<file path="config.mk">
export PLATFORM = sky130hd
export DESIGN_NAME = imm_ext_unit_flat
export DESIGN_NICKNAME = d
export VERILOG_FILES = /design/src/rtl/imm_ext_unit_if.sv /design/src/rtl/imm_ext_unit.sv /design/src/flat_wrapper.sv
export SDC_FILE = /design/constraint.sdc
export NUM_CORES = 1
export LEC_CHECK = 0
export ABC_AREA = 1
export CAP_MARGIN = 20
export CORE_ASPECT_RATIO = 1.1
export CORE_MARGIN = 5
export CORE_UTILIZATION = 37
export DETAILED_ROUTE_END_ITERATION = 12
export GPL_ROUTABILITY_DRIVEN = 0
export PLACE_DENSITY = 0.8
export SYNTH_ARGS = -nofsm -noshare
export SYNTH_HDL_FRONTEND = slang
export SYNTH_SLANG_ARGS = --single-unit
</file>
<file path="constraint.sdc">
create_clock -name clk -period 2.75 [get_ports clk]
set_input_delay 0.55 -clock clk [delete_from_list [all_inputs] [get_ports clk]]
set_output_delay 0.55 -clock clk [all_outputs]
set_load 0.05 [all_outputs]
</file>
<file path="src/rtl/imm_ext_unit_if.sv">
// Purpose : bundles the decode-side immediate request and the extended results.
// Ports   : en/imm_sel/inst driven by the decode stage (master), imm_out/imm_out_q/
//           imm_sel_q driven by the immediate unit (slave).
interface imm_ext_unit_if;
  logic        en;         // pipeline advance for the registered copy
  logic [1:0]  imm_sel;    // immediate type select
  logic [26:0] inst;       // instruction bits [26:0]
  logic [31:0] imm_out;    // combinational extended immediate
  logic [31:0] imm_out_q;  // registered imm_out
  logic [1:0]  imm_sel_q;  // registered imm_sel

  modport master (
    output en,
    output imm_sel,
    output inst,
    input  imm_out,
    input  imm_out_q,
    input  imm_sel_q
  );

  modport slave (
    input  en,
    input  imm_sel,
    input  inst,
    output imm_out,
    output imm_out_q,
    output imm_sel_q
  );
endinterface

</file>
<file path="src/rtl/imm_ext_unit.sv">
// Purpose : extracts and sign/zero-extends the immediate field of an instruction word.
// Latency : imm_out is combinational (0 cycles); imm_out_q/imm_sel_q register it (1 cycle).
// Stall   : with en low the registered copy holds; imm_out keeps tracking its inputs.
// Ports   : clk, rst (sync, active-high, registers only), bus (imm_ext_unit_if.slave).
module imm_ext_unit (
  input  logic          clk,
  input  logic          rst,
  imm_ext_unit_if.slave bus
);

  typedef enum logic [1:0] {
    IMM_I = 2'b00,  // 17-bit signed
    IMM_L = 2'b01,  // 22-bit signed
    IMM_U = 2'b10,  // 17-bit unsigned (logical immediates)
    IMM_J = 2'b11   // 27-bit signed (jumps)
  } imm_type_t;

  logic [31:0] imm_ext;

  // All four encodings are listed, and the default keeps the decode full even
  // if imm_sel ever carries X/Z in simulation.
  always_comb begin
    imm_ext = 32'h0;
    case (imm_type_t'(bus.imm_sel))
      IMM_I:   imm_ext = {{15{bus.inst[16]}}, bus.inst[16:0]};
      IMM_L:   imm_ext = {{10{bus.inst[21]}}, bus.inst[21:0]};
      IMM_U:   imm_ext = {15'b0, bus.inst[16:0]};
      IMM_J:   imm_ext = {{5{bus.inst[26]}}, bus.inst[26:0]};
      default: imm_ext = 32'h0;
    endcase
  end

  assign bus.imm_out = imm_ext;

  // Reset wins over en so a reset mid-stream always clears the pipeline copy.
  always_ff @(posedge clk) begin
    if (rst) begin
      bus.imm_out_q <= 32'h0;
      bus.imm_sel_q <= 2'b00;
    end else if (bus.en) begin
      bus.imm_out_q <= imm_ext;
      bus.imm_sel_q <= bus.imm_sel;
    end
  end

endmodule

</file>
<file path="src/flat_wrapper.sv">
// flat-port wrapper written by rule: the top's interface ports become plain ports
module imm_ext_unit_flat 
  (clk, rst, bus_en, bus_imm_sel, bus_inst, bus_imm_out, bus_imm_out_q, bus_imm_sel_q);
  imm_ext_unit_if bus_i ();
  input  logic clk;
  input  logic rst;
  input wire logic [$bits(bus_i.en)-1:0] bus_en;
  input wire logic [$bits(bus_i.imm_sel)-1:0] bus_imm_sel;
  input wire logic [$bits(bus_i.inst)-1:0] bus_inst;
  output wire logic [$bits(bus_i.imm_out)-1:0] bus_imm_out;
  output wire logic [$bits(bus_i.imm_out_q)-1:0] bus_imm_out_q;
  output wire logic [$bits(bus_i.imm_sel_q)-1:0] bus_imm_sel_q;
  assign bus_i.en = bus_en;
  assign bus_i.imm_sel = bus_imm_sel;
  assign bus_i.inst = bus_inst;
  assign bus_imm_out = bus_i.imm_out;
  assign bus_imm_out_q = bus_i.imm_out_q;
  assign bus_imm_sel_q = bus_i.imm_sel_q;
  imm_ext_unit u_core (.clk(clk), .rst(rst), .bus(bus_i));
endmodule
</file>
==> impl_results.md <==
- Status: completed
- CTS tree: built
- Root Buffer: clkbuf_8
- Initial Utilization: 0.3848
- Floorplan row count: 23
- Final setup fails: 0
- Simple-gate share of the synthesized area: 0.2313
- Hold Violations, Final: 0
- HPWL Detailed: 2.949 mm
- Die W: 68.78 µm
- Vias: about 1.4k
- H-Tree Depth: 2
- Final setup TNS: 0 ns
- Number of flops mapped to enable cells by yosys: 0
- RSZ-0062 raised after global routing: no
- Top Ports: a little under 100
- Final WL: 3.723 mm
- Reg2reg end: u_core.bus.imm_out_q[30]
- Total Routing Usage GR: 0.1474
- Mean post-synth cell area: between 7 and 8 µm²
- Crit end category: output pin
- Synthesized area: ~1400 µm²
- WS Path Type: primary input to output pin
- # resized after CTS: 0
- Ys Warns: 0
- FMAX: 404.5 MHz
- Mapped Nets: about 220
- Xor/xnor share of the synthesized area: 0
- Grt total ovfl: 0
- Worst-Margin Slew: between 0.7 and 0.8 ns
- Die Area: roughly 5100 µm²
- Vias in the first global route: ~1.3k
- Worst-path clk slew: approximately 0.06 ns
- Hold-fix buffers at CTS: 0
- Avg Vias per Cell: around 4.4
- Worst Path Max Fanout: 14
- Crit start category: primary input
- Hold crit path type: flop to flop
- Synth-to-Final Area Change: 72.86%
- TritonRoute pass-1 iters: 4
- CP peak stage delay: 0.51 ns
- Core area: about 3700 µm²
- Initial antenna violation count: 0
- Req. time, crit path: 2.20 ns
- Layout cells sized above 1: 0.1318
- FF+latch count, synth: 29
- Ant diodes: 0
- Most frequent cells in the layout: clkdlybuf4s50_1, nor2_1, dfxtp_1, o21ai_0, buf_12
- Post-synth top flop: dfxtp_1
- Worst Setup SP: bus_imm_sel[1]
- PortBufs: between 90 and 100
- Asr flop ratio synth: 0
- Power per cell area: between 500 and 600 nW/µm²
- Clk sink count: 29
- CTS buffer count: 5
- Final worst-path cycle share: 0.8989
- CP arrival: roughly 1.9 ns
- Max-Cap Viols: 0
- Adder-cell share of the synthesized area: 0
- Critical Path End: bus_imm_out[31]
- Register area: 580.6 µm²
- Remaining DRCs: 0
- R2r setup slk: about 2 ns
- Synth Area in Compound Gates: 0.1343
- Fin crit period: 2.472 ns
- Setup Buffers After CTS: 0
- Netlist cell types: 18
- Reg2Reg Depth: 2
- Drt wl/cell: about 12 µm
- First-pass GRT wire length: approximately 5.7 mm
- Syn Inst Count: 187
- FF-to-FF Start: u_core.bus.imm_out_q[30]
- Commonest non-fill, non-tap cell in the layout: clkdlybuf4s50_1
- Largest net degree at the start of global routing: 36
- Slew Limit Fails: 0
- Leak: between 1 and 1.5 nW
- Post-layout instance area: 2431 µm²
- Placed Area: between 2000 and 2500 µm²
- Main combinational cell family by area after synthesis: simple AND/OR/NAND/NOR gates
- CP max-delay cell: clkdlybuf4s50_1
- Setup Skew: 0 ns
- Die Height: between 70 and 80 µm
- Nets@finish: ~290
- Maximum clock path buffer count: 2
- Sequential area share after synthesis: 0.4128
- Clk_lat worst skew: 0.27 ns
- Relative slew margins: 0.5172
- Proportion of synthesized area in mux cells: 0
- Crit path cell chain: clkdlybuf4s50_1, nor2_2, nand2_2, nand3_1, buf_4, buf_12
- Max IR drop VDD: between 0.3 and 0.4 mV
- Final antenna-violating net count: 0
- DRT iter0 DRCs: 66
- # fillers: roughly 330
- Multi-input logic area: 514.2 µm²
-- worst max-delay path: cells and delay by family --
family | cells | cell delay (ns)
and+or+nand+nor | 3 | 0.47
buffers and inverters | 3 | 0.89
-- synthesized netlist by cell type (2+ instances only) --
cell       n  share of area
a21oi_1    2         0.0071
buf_2      2         0.0071
buf_4     28           0.15
buf_6      2          0.016
clkbuf_1   4          0.011
dfxtp_1   29           0.41
inv_1     13          0.035
nand2_1    5          0.013
nand3_1    9          0.032
nand3_4    2          0.025
nor2_1    54           0.14
o211ai_1   4          0.021
o21ai_0   28           0.10
-- registers in the layout, summed over array words and instances, names as in the netlist --
register,count
u_core.bus.imm_out_q,27
u_core.bus.imm_sel_q,2
-- layout make-up --
type	instances	area share
flip-flops and latches	29	0.2388
clock buffers	5	0.02831
multi-input cells	108	0.2115
clock inverters	3	0.007205
well taps	50	0.02573
inverters	13	0.02007
repair buffers	100	0.4683
-- where the power goes --
group	total (mW)	internal [mW]	switching [mW]
clock	0.333	0.174	0.159
combinational	0.552	0.212	0.340
sequential	0.464	0.450	0.0137
total	1.35	0.836	0.513
-- worst min path at each step --
stage                                        start                       end  slack, ns  cells after the start
after floorplan                        bus_inst[0]   u_core.bus.imm_out_q[0]       0.68                      2
after global placement    u_core.bus.imm_out_q[16]  u_core.bus.imm_out_q[16]       0.48                      2
after detailed placement  u_core.bus.imm_out_q[16]  u_core.bus.imm_out_q[16]       0.49                      2
after CTS                  u_core.bus.imm_out_q[1]   u_core.bus.imm_out_q[1]       0.50                      2
after global routing       u_core.bus.imm_out_q[1]   u_core.bus.imm_out_q[1]       0.53                      2
final                     u_core.bus.imm_out_q[16]  u_core.bus.imm_out_q[16]       0.50                      2
-- routing by layer --
layer  up-vias  part of all wire  track usage
met1       597              0.38       0.1568
met2        59              0.50       0.2577
met4         0             0.019      0.06494
met5         -                 0            0
met3         5              0.11      0.05522
li1        706                 -            -
-- cell families (layout without fill, tap and decap cells) --
kind of cell,after synthesis,in the layout
simple gates,73,73
buf+inv,50,121
compound gates,35,35
flops,29,29
-- metrics by stage --
stage / hold WS, ns / cells / util / setup slack (ns) / power, mW
6_report: 0.4985 / 308 / 0.6652 / 0.2781 / 1.349
5_1_grt: 0.5331 / 308 / 0.6652 / 0.1596 / 1.413
4_1_cts: 0.5036 / 308 / 0.6652 / 0.2659 / 1.365
3_5_place_dp: 0.4859 / 300 / 0.6416 / 0.2655 / 1.030
3_3_place_gp: 0.4756 / 300 / 0.6416 / 0.2997 / 1.023
2_1_floorplan: 0.6849 / 187 / - / 0.3165 / 0.8210
No activity file was read; power rests on OpenSTA's default activity.
